<file path="config.mk">
export PLATFORM = sky130hd
export DESIGN_NAME = alu_cmd_driver
export DESIGN_NICKNAME = d
export VERILOG_FILES = /design/src/rtl/alu_pkg.sv /design/src/rtl/alu_cmd_fifo.sv /design/src/rtl/alu_cmd_driver.sv
export SDC_FILE = /design/constraint.sdc
export NUM_CORES = 1
export LEC_CHECK = 0
export ABC_AREA = 1
export CELL_PAD_IN_SITES_DETAIL_PLACEMENT = 1
export CELL_PAD_IN_SITES_GLOBAL_PLACEMENT = 2
export CORE_MARGIN = 2
export CORE_UTILIZATION = 38
export DETAILED_ROUTE_END_ITERATION = 10
export PLACE_DENSITY_LB_ADDON = 0.12
export REMOVE_ABC_BUFFERS = 1
export SYNTH_ARGS = -nofsm -noshare
export SYNTH_HDL_FRONTEND = slang
export SYNTH_SLANG_ARGS = --single-unit
</file>
<file path="constraint.sdc">
create_clock -name clk -period 7.85 [get_ports clk]
set_input_delay 1.57 -clock clk [delete_from_list [all_inputs] [get_ports clk]]
set_output_delay 1.57 -clock clk [all_outputs]
set_load 0.005 [all_outputs]
</file>
<file path="src/rtl/alu_pkg.sv">
// Shared definitions for the ALU command driver: funct codes, command record,
// FSM state encoding and the latency-class helper.
package alu_pkg;

  localparam logic [5:0] F_SRL   = 6'd2;
  localparam logic [5:0] F_MULTU = 6'd25;
  localparam logic [5:0] F_DIVU  = 6'd27;
  localparam logic [5:0] F_ADD   = 6'd32;
  localparam logic [5:0] F_SUB   = 6'd34;
  localparam logic [5:0] F_AND   = 6'd36;
  localparam logic [5:0] F_OR    = 6'd37;
  localparam logic [5:0] F_SLT   = 6'd42;

  typedef struct packed {
    logic [5:0]  sel;
    logic [31:0] a;
    logic [31:0] b;
    logic [31:0] exp_res;
  } cmd_t;

  localparam int unsigned CMD_W = $bits(cmd_t);

  typedef enum logic [1:0] {
    ST_IDLE,
    ST_ISSUE,
    ST_WAIT,
    ST_CHECK
  } state_t;

  // Multi-cycle functs get the long latency; everything else, known or not, is short.
  function automatic logic is_long_op(input logic [5:0] sel);
    return (sel == F_MULTU) || (sel == F_DIVU);
  endfunction

endpackage

</file>
<file path="src/rtl/alu_cmd_fifo.sv">
// Synchronous FIFO for driver commands; pointers carry one extra wrap bit
// so full and empty are told apart without a counter.
module alu_cmd_fifo #(
  parameter int unsigned WIDTH = 102,
  parameter int unsigned DEPTH = 4
) (
  input  logic             clk,
  input  logic             rst,
  input  logic             push,
  input  logic             pop,
  input  logic [WIDTH-1:0] wr_data,
  output logic [WIDTH-1:0] rd_data,
  output logic             full,
  output logic             empty
);

  localparam int unsigned AW = $clog2(DEPTH);

  logic [AW:0]      wr_ptr;
  logic [AW:0]      rd_ptr;
  logic [WIDTH-1:0] mem [DEPTH];
  logic             do_push;
  logic             do_pop;

  assign empty   = (wr_ptr == rd_ptr);
  assign full    = (wr_ptr[AW] != rd_ptr[AW]) && (wr_ptr[AW-1:0] == rd_ptr[AW-1:0]);
  assign do_push = push & ~full;
  assign do_pop  = pop & ~empty;
  assign rd_data = mem[rd_ptr[AW-1:0]];

  always_ff @(posedge clk or posedge rst) begin
    if (rst) begin
      wr_ptr <= '0;
      rd_ptr <= '0;
    end else begin
      if (do_push) wr_ptr <= wr_ptr + 1'b1;
      if (do_pop)  rd_ptr <= rd_ptr + 1'b1;
    end
  end

  always_ff @(posedge clk) begin
    if (do_push) mem[wr_ptr[AW-1:0]] <= wr_data;
  end

endmodule

</file>
<file path="src/rtl/alu_cmd_driver.sv">
// Self-checking ALU initiator: queues commands, drives the ALU with stable
// operands for the op latency, then compares the result and tallies it.
module alu_cmd_driver
  import alu_pkg::*;
#(
  parameter int unsigned FIFO_DEPTH = 4,
  parameter int unsigned LAT_SHORT  = 1,
  parameter int unsigned LAT_LONG   = 32,
  parameter int unsigned CNT_W      = 16
) (
  input  logic             clk,
  input  logic             rst,
  input  logic             cmd_valid,
  output logic             cmd_ready,
  input  logic [5:0]       cmd_sel,
  input  logic [31:0]      cmd_a,
  input  logic [31:0]      cmd_b,
  input  logic [31:0]      cmd_expect,
  output logic [31:0]      alu_a,
  output logic [31:0]      alu_b,
  output logic [5:0]       alu_sel,
  input  logic [31:0]      alu_result,
  output logic             rsp_valid,
  output logic [31:0]      rsp_result,
  output logic             rsp_pass,
  output logic [CNT_W-1:0] pass_cnt,
  output logic [CNT_W-1:0] fail_cnt,
  output logic             busy
);

  localparam int unsigned LAT_MAX = (LAT_LONG > LAT_SHORT) ? LAT_LONG : LAT_SHORT;
  localparam int unsigned WAIT_W  = $clog2(LAT_MAX) + 1;

  state_t            state;
  state_t            state_next;
  cmd_t              wr_cmd;
  cmd_t              rd_cmd;
  logic              fifo_full;
  logic              fifo_empty;
  logic              push;
  logic              pop;
  logic              load_wait;
  logic              do_check;
  logic [31:0]       expect_q;
  logic [WAIT_W-1:0] wait_cnt;

  assign wr_cmd    = {cmd_sel, cmd_a, cmd_b, cmd_expect};
  assign cmd_ready = ~fifo_full;
  assign push      = cmd_valid & cmd_ready;
  assign busy      = (state != ST_IDLE) | ~fifo_empty;

  alu_cmd_fifo #(
    .WIDTH (CMD_W),
    .DEPTH (FIFO_DEPTH)
  ) u_fifo (
    .clk     (clk),
    .rst     (rst),
    .push    (push),
    .pop     (pop),
    .wr_data (wr_cmd),
    .rd_data (rd_cmd),
    .full    (fifo_full),
    .empty   (fifo_empty)
  );

  always_ff @(posedge clk or posedge rst) begin
    if (rst) state <= ST_IDLE;
    else     state <= state_next;
  end

  always_comb begin
    state_next = state;
    pop        = 1'b0;
    load_wait  = 1'b0;
    do_check   = 1'b0;
    case (state)
      ST_IDLE: begin
        if (!fifo_empty) begin
          pop        = 1'b1;
          state_next = ST_ISSUE;
        end
      end
      ST_ISSUE: begin
        load_wait  = 1'b1;
        state_next = ST_WAIT;
      end
      ST_WAIT: begin
        if (wait_cnt == '0) state_next = ST_CHECK;
      end
      ST_CHECK: begin
        do_check   = 1'b1;
        state_next = ST_IDLE;
      end
      default: state_next = ST_IDLE;
    endcase
  end

  // Operands only move on a pop, so the ALU sees them frozen across WAIT.
  always_ff @(posedge clk or posedge rst) begin
    if (rst) begin
      alu_a      <= '0;
      alu_b      <= '0;
      alu_sel    <= F_ADD;
      expect_q   <= '0;
      wait_cnt   <= '0;
      rsp_valid  <= 1'b0;
      rsp_result <= '0;
      rsp_pass   <= 1'b0;
      pass_cnt   <= '0;
      fail_cnt   <= '0;
    end else begin
      rsp_valid <= do_check;
      if (pop) begin
        alu_a    <= rd_cmd.a;
        alu_b    <= rd_cmd.b;
        alu_sel  <= rd_cmd.sel;
        expect_q <= rd_cmd.exp_res;
      end
      if (load_wait) begin
        wait_cnt <= is_long_op(alu_sel) ? WAIT_W'(LAT_LONG - 1) : WAIT_W'(LAT_SHORT - 1);
      end else if ((state == ST_WAIT) && (wait_cnt != '0)) begin
        wait_cnt <= wait_cnt - 1'b1;
      end
      if (do_check) begin
        rsp_result <= alu_result;
        rsp_pass   <= (alu_result == expect_q);
        if (alu_result == expect_q) begin
          if (pass_cnt != '1) pass_cnt <= pass_cnt + 1'b1;
        end else begin
          if (fail_cnt != '1) fail_cnt <= fail_cnt + 1'b1;
        end
      end
    end
  end

endmodule

</file>
-- Yosys cells after proc, flatten, opt, wreduce, memory -nomap -nowiden
Memory sizes are Yosys's and may differ from the RTL's. A register that Yosys moved wholly into a read port is not among the register bits.
Index checks and enable logic that the tools add are counted.
- logic and storage cells: 58
- bits of input ports: 137
- output and inout bits: 138
- memories kept: 1
- RAM bits: 408
- register bits: 80
- equality and inequality tests: 13
- mux-type cells: 12
- reduce and logical (&&, ||, !) cells: 11
- bitwise logic cells: 7
- add/subtract/negate cells: 5
- memory list (memory ; depth ; width ; read ports ; clocked after memory_dff ; write ports ; line ; text):
    u_fifo.mem ; 4 ; 102 ; 1 ; 1 ; 1 ; alu_cmd_fifo.sv:21 ; logic [WIDTH-1:0] mem [DEPTH];
- operators by type and width (cell ; count):
    adder 16 x 1 -> 16 bit, second input constant ; 2
    == test 32 bit ; 1
    != test 16 bit, second input constant ; 2
    == test 6 x 5 -> 1 bit, second input constant ; 2
    two-way mux 6 bit ; 2
    case mux 2 bit (4 select lines) ; 1
    adder 3 x 1 -> 3 bit, second input constant ; 2
    logical NOT 6 bit ; 1
    two-way mux 1 bit ; 6
    AND reduction 3 bit ; 2
    nonzero test 6 bit ; 1
    subtractor 6 x 1 -> 6 bit, second input constant ; 1
    two-way mux 5 bit ; 1
    == test 2 bit, second input constant ; 2
    two-way mux 2 bit ; 2
    != test 2 bit, second input constant ; 2
    nonzero test 2 bit ; 2
    AND 1 bit ; 3
    == test 3 bit ; 1
    NOT 1 bit ; 3
    == test 2 x 1 -> 1 bit, second input constant ; 1
    == test 2 bit ; 1
    logical AND 1 bit ; 2
    logical NOT 2 bit ; 1
    other kinds (4) ; 4

-- Longest topological paths before layout
- depth in word-level cells: 7
- mapped depth: 13
- depth with buffers taken out: 12

-- Cells and area by module
Synthesis repeated with hierarchy kept, for this count alone.
- cell total of the unflattened synthesis: 2175
- area, all modules: 24115.6 sq um
- modules (own cells, without submodules) (module ; area each (sq um) ; seq. area each (sq um) ; instances ; cells an instance):
    alu_cmd_fifo ; 15548.7 ; 12401.9 ; 1 ; 1048
    alu_cmd_driver ; 8567.0 ; 4405.5 ; 1 ; 1127

-- Least setup slack after synthesis
Ideal clock, no wire load.
- kind: input port to flip-flop
- start point: in cmd_valid
- end point: mem u_fifo.mem[3][0] (enable)
- data arrival time: 6.028 ns
- slack: 1.255 ns
- path buffers: 0
- stages on the path: 2
- data required time: 7.283 ns
- cells stage by stage: nand2_1 nor2_1
- word-level cells in the longest chain between the ends: 4
- ends and longest elaborated chain (what ; line ; text):
    from (decl) ; alu_cmd_driver.sv:13 ; input logic cmd_valid,
    AND 1 bit ; alu_cmd_driver.sv:49 ; assign push = cmd_valid & cmd_ready;
    AND 1 bit ; alu_cmd_fifo.sv:27 ; assign do_push = push & ~full;
    two-way mux 1 bit ; alu_cmd_fifo.sv:42 ; if (do_push) mem[wr_ptr[AW-1:0]] <= wr_data;
    two-way mux 1 bit (implied by the code) ; alu_cmd_fifo.sv:42 ;
    to (decl) ; alu_cmd_fifo.sv:21 ;
Every way passes these cells.

-- Final worst setup path
- start point: reg u_fifo.rd_ptr[1]
- end point: out busy
- word-level cells in the longest chain between the ends: 3
- ends and longest elaborated chain (what ; line ; text):
    from (decl) ; alu_cmd_fifo.sv:20 ; logic [AW:0] rd_ptr;
    from (signal assigned) ; alu_cmd_fifo.sv:37 ; if (do_pop) rd_ptr <= rd_ptr + 1'b1;
    == test 3 bit ; alu_cmd_fifo.sv:25 ; assign empty = (wr_ptr == rd_ptr);
    NOT 1 bit ; alu_cmd_driver.sv:50 ; assign busy = (state != ST_IDLE) | ~fifo_empty;
    bitwise OR 1 bit ; alu_cmd_driver.sv:50 ;
    to (decl) ; alu_cmd_driver.sv:28 ; output logic busy
Every way passes these cells.

==> qor.yml <==
setup_path:
  r2r-start: "u_fifo.rd_ptr[1]$_DFFE_PP0P_"
  cp.buffers_inverters: 1
  cp_max_fo: 48
  slowest_delay_ns: 0.73
  worst-endpoint-arrival_ns: 2.41
  endpoint_kind: "output port"
  critPathRequiredTime_ns: 6.28
  worstSetupPathType: "flop to output port"
  path_cells: "xnor2_1 -> nand4_1 -> clkdlybuf4s50_1"
  start_kind: "flop"
  cp_top_family: "flip-flops"
  startpoint: "u_fifo.rd_ptr[1]$_DFFE_PP0P_"
  slowest_stage: "dfrtp_4"
pwr:
  power_density_nw_per_um2: 394
  p_leak_nw: 11.1
  vdd_ir_drop_max_v: 0.000219
sta:
  report.final.slew_viol_count: 0
  worst_pin_slew_ns: 1.08
  hold_viol_final: 0
  period_minus_slack_ns: 3.98
  rsz0062_at_grt: "false"
  slew_headroom_pct: 28.1
  clock.fmax_ghz: 0.251
  finalCritPeriodShare_pct: 50.7
  finalSetupViolations: 0
  whs_ns: 0.497
  fin_skew_ns: 0.0133
final_layout:
  drive_gt1_share_pct: 9.06
  finalNetCount: 2374
  regArea_um2: 16800
  syn_to_final_growth_pct: 23.5
  final_cells: 3114
  most-common-layout-cells: "edfxtp_1 (408), nor2_1 (325), clkdlybuf4s50_1 (274)"
  multiInputGateArea_um2: 6240
  num-fill-cells: 6448
  final_common_cell: "edfxtp_1"
yosys:
  async_flop_share_pct: 30.8
  synthFlopType: "edfxtp_1"
  synth_seq_cells: 590
  synth_warnings: 0
  syn_avg_cell_area_um2: 12.2
  syn-cell-area_um2: 23900
  syn_inst: 1964
  synth_enable_flop_cells: 408
  seq_area_frac_synth_pct: 70.3
  ys_types: 37
clock_network:
  clkTransAtPathRegs_ns: 0.06
  cts-root-buf: "clkbuf_16"
  post_cts_resize_count: 0
  cts.sinks: 590
  clockBufferDepth: 3
  numCtsBuffers: 66
  cts_hold_buf: 0
  post-cts-setup-buffers: 0
  clk_latency_ns: 0.60
  cts_max_level: 3
  cts_tree: "yes"
global_routing:
  grt_antenna_before_repair: 9
  grt_overflow: 0
  grt_pass1_vias: 16800
  track_usage_pct: 19.8
  grt_start_max_net_pins: 128
  grt_pass1_wl_um: 98200
detailed_routing:
  first_pass_iters: 4
  wl_per_cell_um: 20.6
  drt_wl_total_um: 64200
  drt.antenna.violating_nets: 0
  vias_per_cell: 5.02
  num_vias: 15600
  drtIter0Drc: 637
  drc: 0
floorplan:
  start_util_pct: 38.6
  rows: 91
  io_pins: 275
  fp.dieH_um: 255
  dieArea_um2: 64900
  coreArea_um2: 61900
  fp.dieW_um: 255
worst_hold_path:
  hold_class: "flop to flop"
  worstHoldStart: "u_fifo.wr_ptr[2]$_DFFE_PP0P_"
placement:
  finalWeightedCongestion: 0.794
  dp_hpwl_um: 39600
  port_buffers: 274
  dp_cells: 2993
flow_run:
  drv_cap: 0
run_status:
  outcome: "completed"
[metal layers]
metal  GRT usage [%]  part of all wire [%]  vias up
met4            5.23                   1.8       12
met3            4.17                   5.1       87
met1            24.6                    42     7856
li1                -                     -     7394
met5               0                  0.12        -
met2            35.1                    51      275
[kinds of logic after synthesis]
kind of cell	Yosys count	synth area share, %
AO/OA/AOI/OAI	374	8.40
AND/OR/NAND/NOR	651	11.1
multiplexers	81	4.13
adder cells (fa/ha/maj)	13	0.680
XOR/XNOR	42	1.57
buffers and inverters	213	3.86
flip-flops	590	70.3
[report_power, final]
| group | switching [mW] | internal, mW |
|---|---|---|
| Combinational | 2.24 | 1.63 |
| Clock | 1.24 | 1.76 |
| Sequential | 0.465 | 4.30 |
[worst reg2reg max path, stage by stage (launching register included)]
cell,delay [ns]
dfrtp_4,0.84
xnor2_1,0.23
nand3b_1,0.15
nand2_1,0.30
nor2_4,0.92
buf_4,0.73
[cells in the mapped netlist, types with 20 or more instances]
library cell | instances | area share (%)
a21oi_1 | 60 | 1.3
buf_2 | 36 | 0.75
clkbuf_1 | 47 | 0.74
dfrtp_1 | 181 | 19
edfxtp_1 | 408 | 51
inv_1 | 112 | 1.8
mux2_2 | 60 | 2.8
mux2_4 | 20 | 1.3
nand2_1 | 246 | 3.9
nand4_1 | 36 | 0.94
nor2_1 | 329 | 5.2
o21ai_0 | 208 | 4.4
o22ai_1 | 102 | 2.7
xor2_1 | 25 | 0.92
[layout make-up]
class,instances,area share (%)
Antenna cell,4,0.0339
Clock buffer,93,6.32
Tap cell,837,3.55
Timing Repair Buffer,291,9.76
Clock inverter,24,0.754
Sequential cell,590,57.0
Multi-Input combinational cell,1161,21.1
Inverter,114,1.50
[stage by stage]
stage / utilization (%) / worst slack, ns / instance area [um2] / setup TNS, ns / total power, mW
3_5_place_dp: 44.3 / 3.32 / 27400 / 0 / 8.78
6_report: 47.7 / 3.87 / 29500 / 0 / 11.6
2_1_floorplan: - / -0.699 / 23400 / -268.37 / 7.06
4_1_cts: 47.6 / 3.77 / 29500 / 0 / 11.8
3_3_place_gp: 44.3 / 3.32 / 27400 / 0 / 8.64
5_1_grt: 47.6 / 3.71 / 29500 / 0 / 12.4
[path summary, 6_finish.rpt]
check / end / slack [ns] / depth (start not counted)
worst max-delay path: busy / 3.87 / 3
worst min-delay path: u_fifo.wr_ptr[2]$_DFFE_PP0P_ / 0.50 / 1
worst max register to register: u_fifo.mem[1][63]$_DFFE_PP_ / 4.28 / 5
worst min register to register: u_fifo.wr_ptr[2]$_DFFE_PP0P_ / 0.50 / 1
max in group asynchronous: u_fifo.rd_ptr[0]$_DFFE_PP0P_ / 4.97 / 3
min in group asynchronous: fail_cnt[4]$_DFFE_PP0P_ / 1.53 / 2
[registers in the layout, summed over array words and instances, names as in the netlist]
register	flops
alu_sel	6
wait_cnt	6
fail_cnt	16
expect_q	32
state	2
pass_cnt	16
u_fifo.wr_ptr	3
alu_a	32
rsp_pass	1
u_fifo.rd_ptr	3
rsp_result	32
rsp_valid	1
alu_b	32
u_fifo.mem	408
No activity file was read; power rests on OpenSTA's default activity.
